### config.mk
export PLATFORM = sky130hd
export DESIGN_NAME = fetch_datapath
export DESIGN_NICKNAME = d
export VERILOG_FILES = /design/src/rtl/fetch_datapath.sv
export SDC_FILE = /design/constraint.sdc
export NUM_CORES = 1
export LEC_CHECK = 0
export CORE_ASPECT_RATIO = 1.25
export CORE_MARGIN = 10
export CORE_UTILIZATION = 49
export CTS_BUF_LIST = sky130_fd_sc_hd__clkbuf_4
export CTS_CLUSTER_SIZE = 25
export DETAILED_ROUTE_END_ITERATION = 7
export HOLD_SLACK_MARGIN = 0.12
export PLACE_DENSITY = 0.8
export SYNTH_ARGS = -nofsm -noshare
export SYNTH_HDL_FRONTEND = slang
export SYNTH_SLANG_ARGS = --single-unit
### constraint.sdc
create_clock -name Clk -period 7.8 [get_ports Clk]
set_clock_uncertainty 0.2 [all_clocks]
set_input_delay 1.56 -clock Clk [delete_from_list [all_inputs] [get_ports Clk]]
set_output_delay 1.56 -clock Clk [all_outputs]
set_load 0.005 [all_outputs]
### src/rtl/fetch_datapath.sv
// Multi-cycle fetch datapath: PC, instruction register, operand-select ALU and
// a small FSM sequencing instruction fetches and data stores over one memory port.
module fetch_datapath #(
  parameter int unsigned          WIDTH    = 32,
  parameter logic [WIDTH-1:0]     PC_RESET = '0
) (
  input  logic             Clk,
  input  logic             Reset,
  input  logic             PCwrite,
  input  logic             AluSrcA,
  input  logic [1:0]       AluSrcB,
  input  logic [2:0]       ALUFct,
  input  logic             Wr,
  input  logic [WIDTH-1:0] A_reg,
  input  logic [WIDTH-1:0] B_reg,
  input  logic [WIDTH-1:0] Imm,
  output logic             MemReq,
  output logic             MemWe,
  output logic [WIDTH-1:0] MemAddr,
  output logic [WIDTH-1:0] MemWData,
  input  logic [31:0]      MemRData,
  input  logic             MemReady,
  output logic [WIDTH-1:0] PC,
  output logic [31:0]      Instr,
  output logic             InstrValid,
  output logic [WIDTH-1:0] AluResult,
  output logic             Zero,
  output logic             Stall
);

  typedef enum logic [1:0] {StIdle, StFetch, StHold, StStore} state_e;

  state_e           state_q, state_d;
  logic [WIDTH-1:0] pc_q, pc_d;
  logic [WIDTH-1:0] st_addr_q, st_addr_d;
  logic [WIDTH-1:0] wdata_q, wdata_d;
  logic [31:0]      instr_q, instr_d;
  logic             ivalid_q, ivalid_d;
  logic             pend_q, pend_d;
  logic             armed_q, armed_d;
  logic [WIDTH-1:0] alu_a, alu_b, alu_y;
  logic             slt;

  always_comb begin
    alu_a = AluSrcA ? A_reg : pc_q;
    unique case (AluSrcB)
      2'b00:   alu_b = B_reg;
      2'b01:   alu_b = WIDTH'(4);
      2'b10:   alu_b = Imm;
      default: alu_b = Imm << 2;
    endcase
    slt = $signed(alu_a) < $signed(alu_b);
    unique case (ALUFct)
      3'b000:  alu_y = alu_a & alu_b;
      3'b001:  alu_y = alu_a + alu_b;
      3'b010:  alu_y = alu_a - alu_b;
      3'b011:  alu_y = alu_a | alu_b;
      3'b100:  alu_y = alu_a ^ alu_b;
      3'b101:  alu_y = {{(WIDTH-1){1'b0}}, slt};
      3'b110:  alu_y = alu_a << alu_b[4:0];
      default: alu_y = alu_b;
    endcase
  end

  always_comb begin
    state_d   = state_q;
    pc_d      = pc_q;
    st_addr_d = st_addr_q;
    wdata_d   = wdata_q;
    instr_d   = instr_q;
    ivalid_d  = ivalid_q;
    pend_d    = pend_q;
    armed_d   = 1'b1;
    unique case (state_q)
      // One full idle cycle after reset release before the first fetch.
      StIdle: if (armed_q) state_d = StFetch;
      StFetch: begin
        if (MemReady) begin
          instr_d  = MemRData;
          ivalid_d = 1'b1;
          state_d  = StHold;
        end
      end
      StHold: begin
        if (Wr) begin
          st_addr_d = alu_y;
          wdata_d   = B_reg;
          state_d   = StStore;
          if (PCwrite) begin
            pc_d   = alu_y;
            pend_d = 1'b1;
          end
        end else if (PCwrite) begin
          pc_d     = alu_y;
          ivalid_d = 1'b0;
          state_d  = StFetch;
        end
      end
      default: begin
        if (MemReady) begin
          if (pend_q) begin
            pend_d   = 1'b0;
            ivalid_d = 1'b0;
            state_d  = StFetch;
          end else begin
            state_d  = StHold;
          end
        end
      end
    endcase
  end

  always_ff @(posedge Clk or negedge Reset) begin
    if (!Reset) begin
      state_q   <= StIdle;
      pc_q      <= PC_RESET;
      st_addr_q <= '0;
      wdata_q   <= '0;
      instr_q   <= '0;
      ivalid_q  <= 1'b0;
      pend_q    <= 1'b0;
      armed_q   <= 1'b0;
    end else begin
      state_q   <= state_d;
      pc_q      <= pc_d;
      st_addr_q <= st_addr_d;
      wdata_q   <= wdata_d;
      instr_q   <= instr_d;
      ivalid_q  <= ivalid_d;
      pend_q    <= pend_d;
      armed_q   <= armed_d;
    end
  end

  // Request outputs decode straight from registered state so reset drops them at once.
  assign MemReq     = (state_q == StFetch) || (state_q == StStore);
  assign MemWe      = (state_q == StStore);
  assign MemAddr    = (state_q == StStore) ? st_addr_q : pc_q;
  assign MemWData   = wdata_q;
  assign PC         = pc_q;
  assign Instr      = instr_q;
  assign InstrValid = ivalid_q;
  assign AluResult  = alu_y;
  assign Zero       = (alu_y == '0);
  assign Stall      = (state_q != StHold);

endmodule

# Word-level counts from Yosys, hierarchy flattened
# Index checks and enable logic that the tools add are counted.
# W data, S select, Z words.
dict set report op_classes {
  add_sub_neg 2
  multipliers 0
  div_mod_pow 0
  magnitude_cmp 1
  n_eq_ne 18
  shifts 1
  n_mux 21
  n_bitwise 5
  n_reduce_logical 15
}
# op count
set ops {}
lappend ops {{$pmux W32 S7} 1}
lappend ops {{$pmux W32 S3} 1}
lappend ops {{$mux W32} 2}
lappend ops {{$add A32 B32 Y32} 1}
lappend ops {{$and A32 B32 Y32} 1}
lappend ops {{$logic_not A32 Y1} 1}
lappend ops {{$lt A32 B32 Y1} 1}
lappend ops {{$or A32 B32 Y32} 1}
lappend ops {{$shl A32 B5 Y32} 1}
lappend ops {{$sub A32 B32 Y32} 1}
lappend ops {{$xor A32 B32 Y32} 1}
lappend ops {{$mux W2} 6}
lappend ops {{$ne A2 B2 Y1 const B} 6}
lappend ops {{$eq A3 B3 Y1 const B} 3}
lappend ops {{$mux W1} 8}
lappend ops {{$reduce_and A4 Y1} 2}
lappend ops {{$eq A2 B2 Y1 const B} 3}
lappend ops {{$eq A3 B2 Y1 const B} 2}
lappend ops {{$pmux W2 S3} 1}
lappend ops {{$reduce_and A2 Y1} 3}
lappend ops {{$reduce_and A6 Y1} 1}
lappend ops {{$reduce_bool A3 Y1} 2}
lappend ops {{$eq A2 B1 Y1 const B} 2}
lappend ops {{$logic_not A2 Y1} 2}
lappend ops {{9 further kinds} 10}
dict set report totals {
  reg_bits 133
  latchBits 0
  ram_bits 0
  rom_bits 0
  inputBits 139
  output_inout_bits 165
  word_cells 71
  mem_count 0
}

# Logic depth before layout (Yosys ltp)
# Gate-level depths: netlist of the first run.
dict set report logic_depth {
  depth_word 5
  mapped_depth 23
  mapped_depth_nobuf 18
}

# Worst setup path before layout of the first run
# OpenSTA, ideal clock, no wires.
dict set report synth_timing {
  path_type {input -> output}
  from {input port AluSrcB[0]}
  to {output port Zero}
  arrival_ns 6.238
  t_required_ns 6.040
  path_slack_ns -0.198
  path_stages 22
  n_path_buf 6
  path_cell_list {buf_2 buf_2 buf_2 buf_2 buf_1 mux2_2 a22oi_1 inv_1 ha_1 buf_6 or4_4 a2111oi_2 nand3b_2 nor3b_1 o211ai_1 xnor2_1 nor2_1 o32ai_1 inv_1 nor4_1 nand4_1 nor2_1}
}
dict set report synth_via {
  elab_chain_cells 5
  word_cells_on_any_way 13
  cone_classes {2 x add/sub; 1 x order compare; 2 x eq/ne; 1 x shift; 2 x mux; 3 x bitwise; 2 x reduce/logical}
}
# element line
set synth_lines {}
lappend synth_lines {{start: declaration} 11} ;# input logic [1:0] AluSrcB,
lappend synth_lines {{$eq A2 B2 Y1 (tied with other cells)} 46} ;# unique case (AluSrcB)
lappend synth_lines {{$pmux W32 S3 *} 46}
lappend synth_lines {{$sub A32 B32 Y32 (tied with other cells)} 56} ;# 3'b010: alu_y = alu_a - alu_b;
lappend synth_lines {{$pmux W32 S7 *} 53} ;# unique case (ALUFct)
lappend synth_lines {{via AluResult[19]} 26} ;# output logic [WIDTH-1:0] AluResult,
lappend synth_lines {{$logic_not A32 Y1 *} 144} ;# assign Zero = (alu_y == '0);
lappend synth_lines {{end: declaration} 27} ;# output logic Zero,
# The timed path passes the listed nets; every way through them passes the cells marked *.

# Worst setup path after layout of the first run
dict set report layout_timing {
  from {input port Imm[1]}
  to {output port Zero}
}
dict set report layout_via {
  elab_chain_cells 4
  word_cells_on_any_way 10
  cone_classes {2 x add/sub; 1 x order compare; 1 x shift; 2 x mux; 3 x bitwise; 1 x reduce/logical}
}
# element line
set layout_lines {}
lappend layout_lines {{start: declaration} 16} ;# input logic [WIDTH-1:0] Imm,
lappend layout_lines {{$pmux W32 S3 *} 46}
lappend layout_lines {{$sub A32 B32 Y32 (tied with other cells)} 56}
lappend layout_lines {{$pmux W32 S7 *} 53}
lappend layout_lines {{$logic_not A32 Y1 *} 144}
# Mark *: on every way between the ends. The rest lies on a longest branch, timed or not.

==> reports/metrics.csv, run 1 <==
metric,value,unit
PD cells,301,mW/mm²
Starting Density,0.493,
"commonest non-fill, non-tap cell in the layout",buf_4,
CTS Sinks,133,
clk root buf,clkbuf_4,
"Area growth, synth to finish",46.2,%
Slew Limit Fails,0,
# port buffers,303,
Hold Crit Class,reg -> reg,
cell family with most CP delay,compound AO/OA/AOI/OAI gates,
highest clock rate,0.128,GHz
Iter 0 DRT Violations,2139,
htree depth,4,
ANT nets after route,0,
Syn. warnings,0,
DRT Pass-1 Iters,8,
R2R setup slack,3450,ps
sum of negative setup slack,0,ps
fraction of registers with async set/reset,1.00,
leakage,0.00979,µW
Fillers,2305,
routability congestion estimate,1.11,
initial antenna violation count,3,
"Seq/Total Area, Yosys",0.226,
post-synthesis cell count,1763,
Post-route DRC,4,
Crit Path Class,in -> out,
Core Region,0.0299,mm²
final hold vios,0,
synthesized area,0.0148,mm²
DP HPWL,61100,µm
WL/cell,27.2,µm
Bufs and invs on worst path,6,
WP depth,19,
clock transition at the registers of the reported paths,120,ps
worst skew pair latency,590,ps
multi-input logic area,0.0107,mm²
Setup crit end,Zero,
Hold Path Stages,2,
via count,17900,
Critical Path Fanout Max,6,
Crit. End Element,output port,
Final nets,2633,
post-synth cell types,104,
Slew @ Worst Pin,1210,ps
crit-path max cell delay,490,ps
vias in the first global route,17700,
failing checks,design-rule violations,
CP cell instances,clkdlybuf4s50_1 > mux2_1 > a22oi_2 > buf_4 > ha_2 > o31ai_2 > o2111ai_1 > buf_4 > a21o_4 > and2_1 > o41a_1 > mux2i_1 > o32ai_2 > buf_4 > inv_2 > a2111oi_4 > nand4b_1 > nor2_1 > clkbuf_2,
reg2reg start,PC[0],
Post-synth EDFFs,0,
first-pass GRT wire length,111000,µm
CTS tree,built,
total of max-cap violations,0,
Register Area,0.00333,mm²
"Slowest-stage cell, CP",clkdlybuf4s50_1,
pin count of the biggest net entering global routing,96,
CP dominant cell by count,buf_4,
I/O pin count,304,
worst path required time,6040,ps
most frequent cells in the layout,"410 x buf_4, 286 x clkdlybuf4s50_1, 170 x nand2_1",
final setup violation count,0,
reg-to-reg endpoint,st_addr_q[0],
Post-Route WL,76200,µm
Die X,175,µm
Tot GR Track Use,0.384,
Vias/cell,6.38,
Slew HR,0.193,
total grt overflow,0,
die height,214,µm
ratio of cells with drive above 1 in the final layout,0.311,
peak supply drop,0.326,mV
R2R cell count,19,
Critical Path Source,Imm[1],
Die Area,0.0375,mm²
CP startpoint kind,input pin,
crit path DAT,6020,ps
worst-case clock buffer depth,2,
fin crit share,0.998,
Fin Hold WS,298,ps
Most used DFF post-synth,dfrtp_1,
Final min period,7780,ps
#FFs+latches synth,133,
synthesized area per cell,8.37,µm²
Post-Syn Nets,2008,
total CTS buffers,17,
outcome,finished with violations,
FP Rows,71,
## worst reg2reg max path: stages, from the launching register on
cell and delay, ps:
dfrtp_1 430, mux2_2 270, buf_4 170, inv_1 60
ha_2 200, fa_1 430, o21bai_1 210, nor4b_4 320
o21a_4 230, a21oi_2 120, o31a_1 350, buf_4 170
o21ai_4 160, a31o_2 180, nand3_2 120, buf_4 160
nand2_2 110, buf_12 130, buf_4 100, o21ai_0 80
## per-stage QoR
step / power [µW] / setup WS (ps) / util / instances / instance area [µm²]
global placement: 5700 / -512 / 0.693 / 2751 / 20700
global route: 6800 / -42.1 / 0.720 / 2803 / 21600
CTS: 6300 / -46.9 / 0.707 / 2787 / 21200
finish: 6500 / 16.4 / 0.720 / 2804 / 21600
floorplan: 3280 / 5.76 / - / 1763 / 14800
detailed placement: 5810 / -631 / 0.693 / 2751 / 20700
## layer usage
| metal | vias to the layer above | part of all wire | track usage | wire (µm) |
|---|---|---|---|---|
| li1 | 7706 | - | - | - |
| met5 | - | 0.00022 | 0 | 17 |
| met2 | 1326 | 0.45 | 0.612 | 34600 |
| met4 | 2 | 0.053 | 0.178 | 4060 |
| met1 | 8594 | 0.37 | 0.473 | 28400 |
| met3 | 260 | 0.12 | 0.106 | 9160 |
## cells in the mapped netlist (7+ instances only)
library cell,number,area (µm²)
buf_4,10,75.1
buf_2,26,130
nor3_1,41,205
a21oi_1,109,546
xnor2_1,17,149
o21bai_1,14,105
mux2i_1,65,651
nand3_1,32,160
o21ai_0,147,736
a221oi_1,13,114
and2_1,9,56.3
clkbuf_1,51,191
dfrtp_1,133,3330
o22ai_1,25,156
o211ai_1,26,195
a31oi_1,10,62.6
a22o_1,22,193
or2_2,7,43.8
mux2_4,9,135
nand2b_1,9,56.3
and3_1,8,50.1
a21o_1,10,75.1
a22oi_1,20,150
nand4_1,10,62.6
mux4_2,7,158
buf_1,16,60.1
o2111ai_1,11,96.3
or3_1,12,75.1
mux2_2,140,1580
ha_1,104,1300
a211oi_1,22,165
nor4_1,11,68.8
nor2b_1,29,181
inv_2,11,41.3
nand2_1,175,657
o31ai_1,12,90.1
nor2_1,99,372
o32ai_2,7,114
mux2i_2,7,96.3
inv_1,109,409
buf_6,10,113
## report_power, final
group,switching [µW],internal [µW],total [µW],leakage (µW)
sequential,261,1020,1280,0.00163
combinational,2370,2450,4820,0.00805
clock,281,119,400,0.000109
total,2910,3590,6500,0.00979
## sequential cells by signal, summed over array words and instances (netlist names)
name        flops
Instr          32
InstrValid      1
MemWData       32
PC             32
armed_q         1
pend_q          1
st_addr_q      32
state_q         2
## what timing repair did
| item | 4_1_cts | 5_1_grt |
|---|---|---|
| gates resized for setup | 38 | 63 |
| pin swaps | 5 | 20 |
| setup endpoints to repair | 11 | 12 |
| buffers inserted | 4 | 15 |
| hold buffers | 0 | 0 |
## area by class of cell
type / count / share of cell area
multi-input cells: 1388 / 0.498
repair buffers: 724 / 0.292
flip-flops and latches: 133 / 0.154
well taps: 401 / 0.0233
inverters: 124 / 0.0217
clock buffers: 17 / 0.00592
clock inverters: 15 / 0.00429
diodes: 2 / 0.000232
## worst min path at each step
stage | from | endpoint
2_1_floorplan | st_addr_q[26] | st_addr_q[26]
3_3_place_gp | st_addr_q[12] | st_addr_q[12]
3_5_place_dp | st_addr_q[22] | st_addr_q[22]
4_1_cts | st_addr_q[22] | st_addr_q[22]
5_1_grt | st_addr_q[22] | st_addr_q[22]
6_report | st_addr_q[22] | st_addr_q[22]
## logic make-up after synthesis
family / synth area share
multiplexers: 0.183
other: 0.000254
buffers and inverters: 0.0742
flip-flops: 0.226
adder cells (fa/ha/maj): 0.0909
AND/OR/NAND/NOR: 0.152
AO/OA/AOI/OAI: 0.261
XOR/XNOR: 0.0131
No activity file was read; power rests on OpenSTA's default activity.
==> run 2, diff against run 1 <==
- CTS_BUF_LIST: sky130_fd_sc_hd__clkbuf_4 -> sky130_fd_sc_hd__clkbuf_8
- RECOVER_POWER: default -> 50
==> run 2 against run 1 <==
The run ends with max-capacitance violations, max-slew violations, negative setup slack left. Die area did not move. Total power rose by 2.9%. Register-to-register slack got worse by 20 ps. Sequential share of layout area fell by 0.17 points. Clock-buffer cell count rose by 6. Critical endpoint is now AluResult[31]. Largest cell class unchanged. Maximum frequency fell by 0.24%. First-iteration DRC count rose by 6.5%.
==> reports/metrics.csv, run 2 (synthesis gave the netlist of run 1 again) <==
metric,value,unit,change
Clock power frac,0.087,,+0.025
final hold vios,0,,unchanged
Placed Instance Area,0.0207,mm²,unchanged
Final min period,7800,ps,+19.1 ps
worst skew pair latency,490,ps,-100 ps
Critical Path Fanout Max,4,,-2
total grt overflow,0,,unchanged
combinational power share,0.720,,-0.021
Non-Filler Instances,2806,,+0.071%
CTS tree,built,,
Crit Path Class,in -> out,,
"Slowest-stage cell, CP",clkdlybuf4s50_1,,
clock transition at the registers of the reported paths,70,ps,-50 ps
crit path DAT,6040,ps,+20 ps
Flop pwr share,0.193,,-0.004
DRT Pass-1 Iters,6,,-2
I/O pin count,304,,unchanged
Switch Pwr,2980,µW,+2.6%
RSZ-0062 raised after global routing,true,,
Iter 0 DRT Violations,2278,,+6.5%
reg2reg start,PC[0],,
multi-input logic area,0.0108,mm²,+0.74%
first-pass GRT wire length,113000,µm,+1.2%
Hold Buf Count CTS,0,,unchanged
Die X,175,µm,unchanged
ratio of cells with drive above 1 in the final layout,0.316,,+0.00572
vias in the first global route,17800,,+0.80%
Tot GR Track Use,0.389,,+0.00477
Crit. End Element,output port,,
worst path required time,6040,ps,about the same
Fillers,2255,,-2.2%
total of max-cap violations,3,,+3
CP dominant cell by count,buf_4,,
Slew HR,-1.90,,-2.09
dpl cells,2751,,unchanged
die height,214,µm,unchanged
pin count of the biggest net entering global routing,96,,unchanged
total CTS buffers,17,,unchanged
outcome,finished with violations,,
failing checks,"max-capacitance violations, max-slew violations, negative setup slack",,
clk root buf,clkbuf_8,,
via count,18100,,+1.1%
CTS Sinks,133,,unchanged
Register Area,0.00333,mm²,unchanged
"Core Util, Final",0.728,,+0.00782
"commonest non-fill, non-tap cell in the layout",buf_4,,
initial antenna violation count,1,,-2
Starting Density,0.493,,unchanged
Ant. Diodes,0,,-2
ANT nets after route,0,,unchanged
R2R cell count,19,,unchanged
peak supply drop,0.326,mV,about the same
Int Power,3710,µW,+3.2%
sw frac,0.446,,-0.00149
# port buffers,303,,unchanged
most frequent cells in the layout,"414 x buf_4, 229 x clkdlybuf4s50_1, 171 x nand2_1",,
Post-Route WL,77900,µm,+2.2%
highest clock rate,0.128,GHz,-0.24%
PD cells,307,mW/mm²,+1.8%
hold_sp,st_addr_q[29],,
worst-case clock buffer depth,2,,unchanged
cell area after layout,0.0218,mm²,+1.1%
CP cell instances,clkdlybuf4s50_1 > mux2_2 > a22oi_2 > inv_2 > ha_4 > buf_4 > or2_4 > o2111ai_2 > a221oi_2 > buf_4 > nand2_2 > a211oi_2 > buf_4 > o31ai_4 > or4_4 > and3_4 > inv_1 > clkdlybuf4s50_1,,
Die Area,0.0375,mm²,unchanged
crit-path max cell delay,510,ps,+20 ps
Slew @ Worst Pin,4350,ps,+3140 ps
Final nets,2637,,+0.15%
leakage,0.00986,µW,+0.68%
Hold Crit Class,reg -> reg,,
Core Region,0.0299,mm²,unchanged
fin crit share,1.00,,+0.00245
Hold EP,st_addr_q[29],,
Vias/cell,6.44,,+0.99%
final setup violation count,2,,+2
Setup Slack @ Placement,-631,ps,unchanged
Hold Path Stages,2,,unchanged
"Area growth, synth to finish",47.7,%,
Slew Limit Fails,169,,+169
CP startpoint kind,input pin,,
DP HPWL,61100,µm,unchanged
R2R setup slack,3430,ps,-20 ps
routability congestion estimate,1.11,,unchanged
WL/cell,27.8,µm,+2.2%
worst setup margin,-2.64,ps,-19.1 ps
FP Rows,71,,unchanged
htree depth,4,,unchanged
reg-to-reg endpoint,PC[0],,
Post-route DRC,0,,-4
## run 2: cell types whose count changed in the layout (fill, tap and decap cells not counted), sizes merged
cell and delta:
clkdlybuf4s50 -57, diode -2, dlymetal6s2s -7, clkinv -6
dlygate4sd3 +64, buf +2, clkbuf +8
## run 2: power by group through the flow
stage / sequential (µW) / clock, µW / combinational, µW
after floorplan: 1230 / 0 / 2050
after global placement: 1240 / 0 / 4460
after detailed placement: 1270 / 0 / 4530
after CTS: 1280 / 569 / 4650
after global routing: 1320 / 601 / 5060
final: 1290 / 579 / 4820
## run 2: critical path, delay by kind of cell
| kind | cells | cell delay, ps |
|---|---|---|
| adders and majority gates | 1 | 310 |
| buffers and inverters | 7 | 1700 |
| muxes | 1 | 330 |
| AOI/OAI and AO/OA | 5 | 1190 |
| and+or+nand+nor | 4 | 940 |
## run 2: metrics by stage
step | power (µW) | hold slack, ps | TNS [ps]
2_1_floorplan | 3280 | 243 | 0
3_3_place_gp | 5700 | 256 | -1150
3_5_place_dp | 5810 | 270 | -2050
4_1_cts | 6490 | 287 | -60.8
5_1_grt | 6980 | 312 | -223
6_report | 6690 | 294 | -3.56
## run 2: repair_timing
item / CTS / global route
setup endpoints to repair: 11 / 12
resized for setup: 41 / 65
pin swaps: 6 / 29
setup buffers: 4 / 19
## run 2: how the worst max path moves through the flow
| stage | cells past startpoint | endpoint | start | slack (ps) |
|---|---|---|---|---|
| 6_report | 18 | AluResult[31] | Imm[13] | -3 |
| 2_1_floorplan | 22 | Zero | AluSrcB[0] | 6 |
| 4_1_cts | 19 | Zero | B_reg[0] | -60 |
| 3_3_place_gp | 20 | Zero | AluSrcB[0] | -510 |
| 3_5_place_dp | 20 | Zero | AluSrcB[0] | -630 |
| 5_1_grt | 21 | Zero | AluSrcB[1] | -90 |
## run 2: layout make-up
cell class | count | share of cell area
timing repair buffer | 728 | 0.289
clock inverter | 9 | 0.00321
inverter | 124 | 0.0215
sequential | 133 | 0.153
multi-input combinational | 1388 | 0.496
tap | 401 | 0.0230
clock buffer | 23 | 0.0145
## run 2: routing by layer
metal | part of all wire | wire [µm] | global-route usage | vias to the layer above
met5 | 0.00014 | 11 | 0 | -
met4 | 0.060 | 4700 | 0.199 | 2
met3 | 0.12 | 9210 | 0.106 | 308
met2 | 0.45 | 35300 | 0.617 | 1386
met1 | 0.37 | 28700 | 0.474 | 8668
li1 | - | - | - | 7714
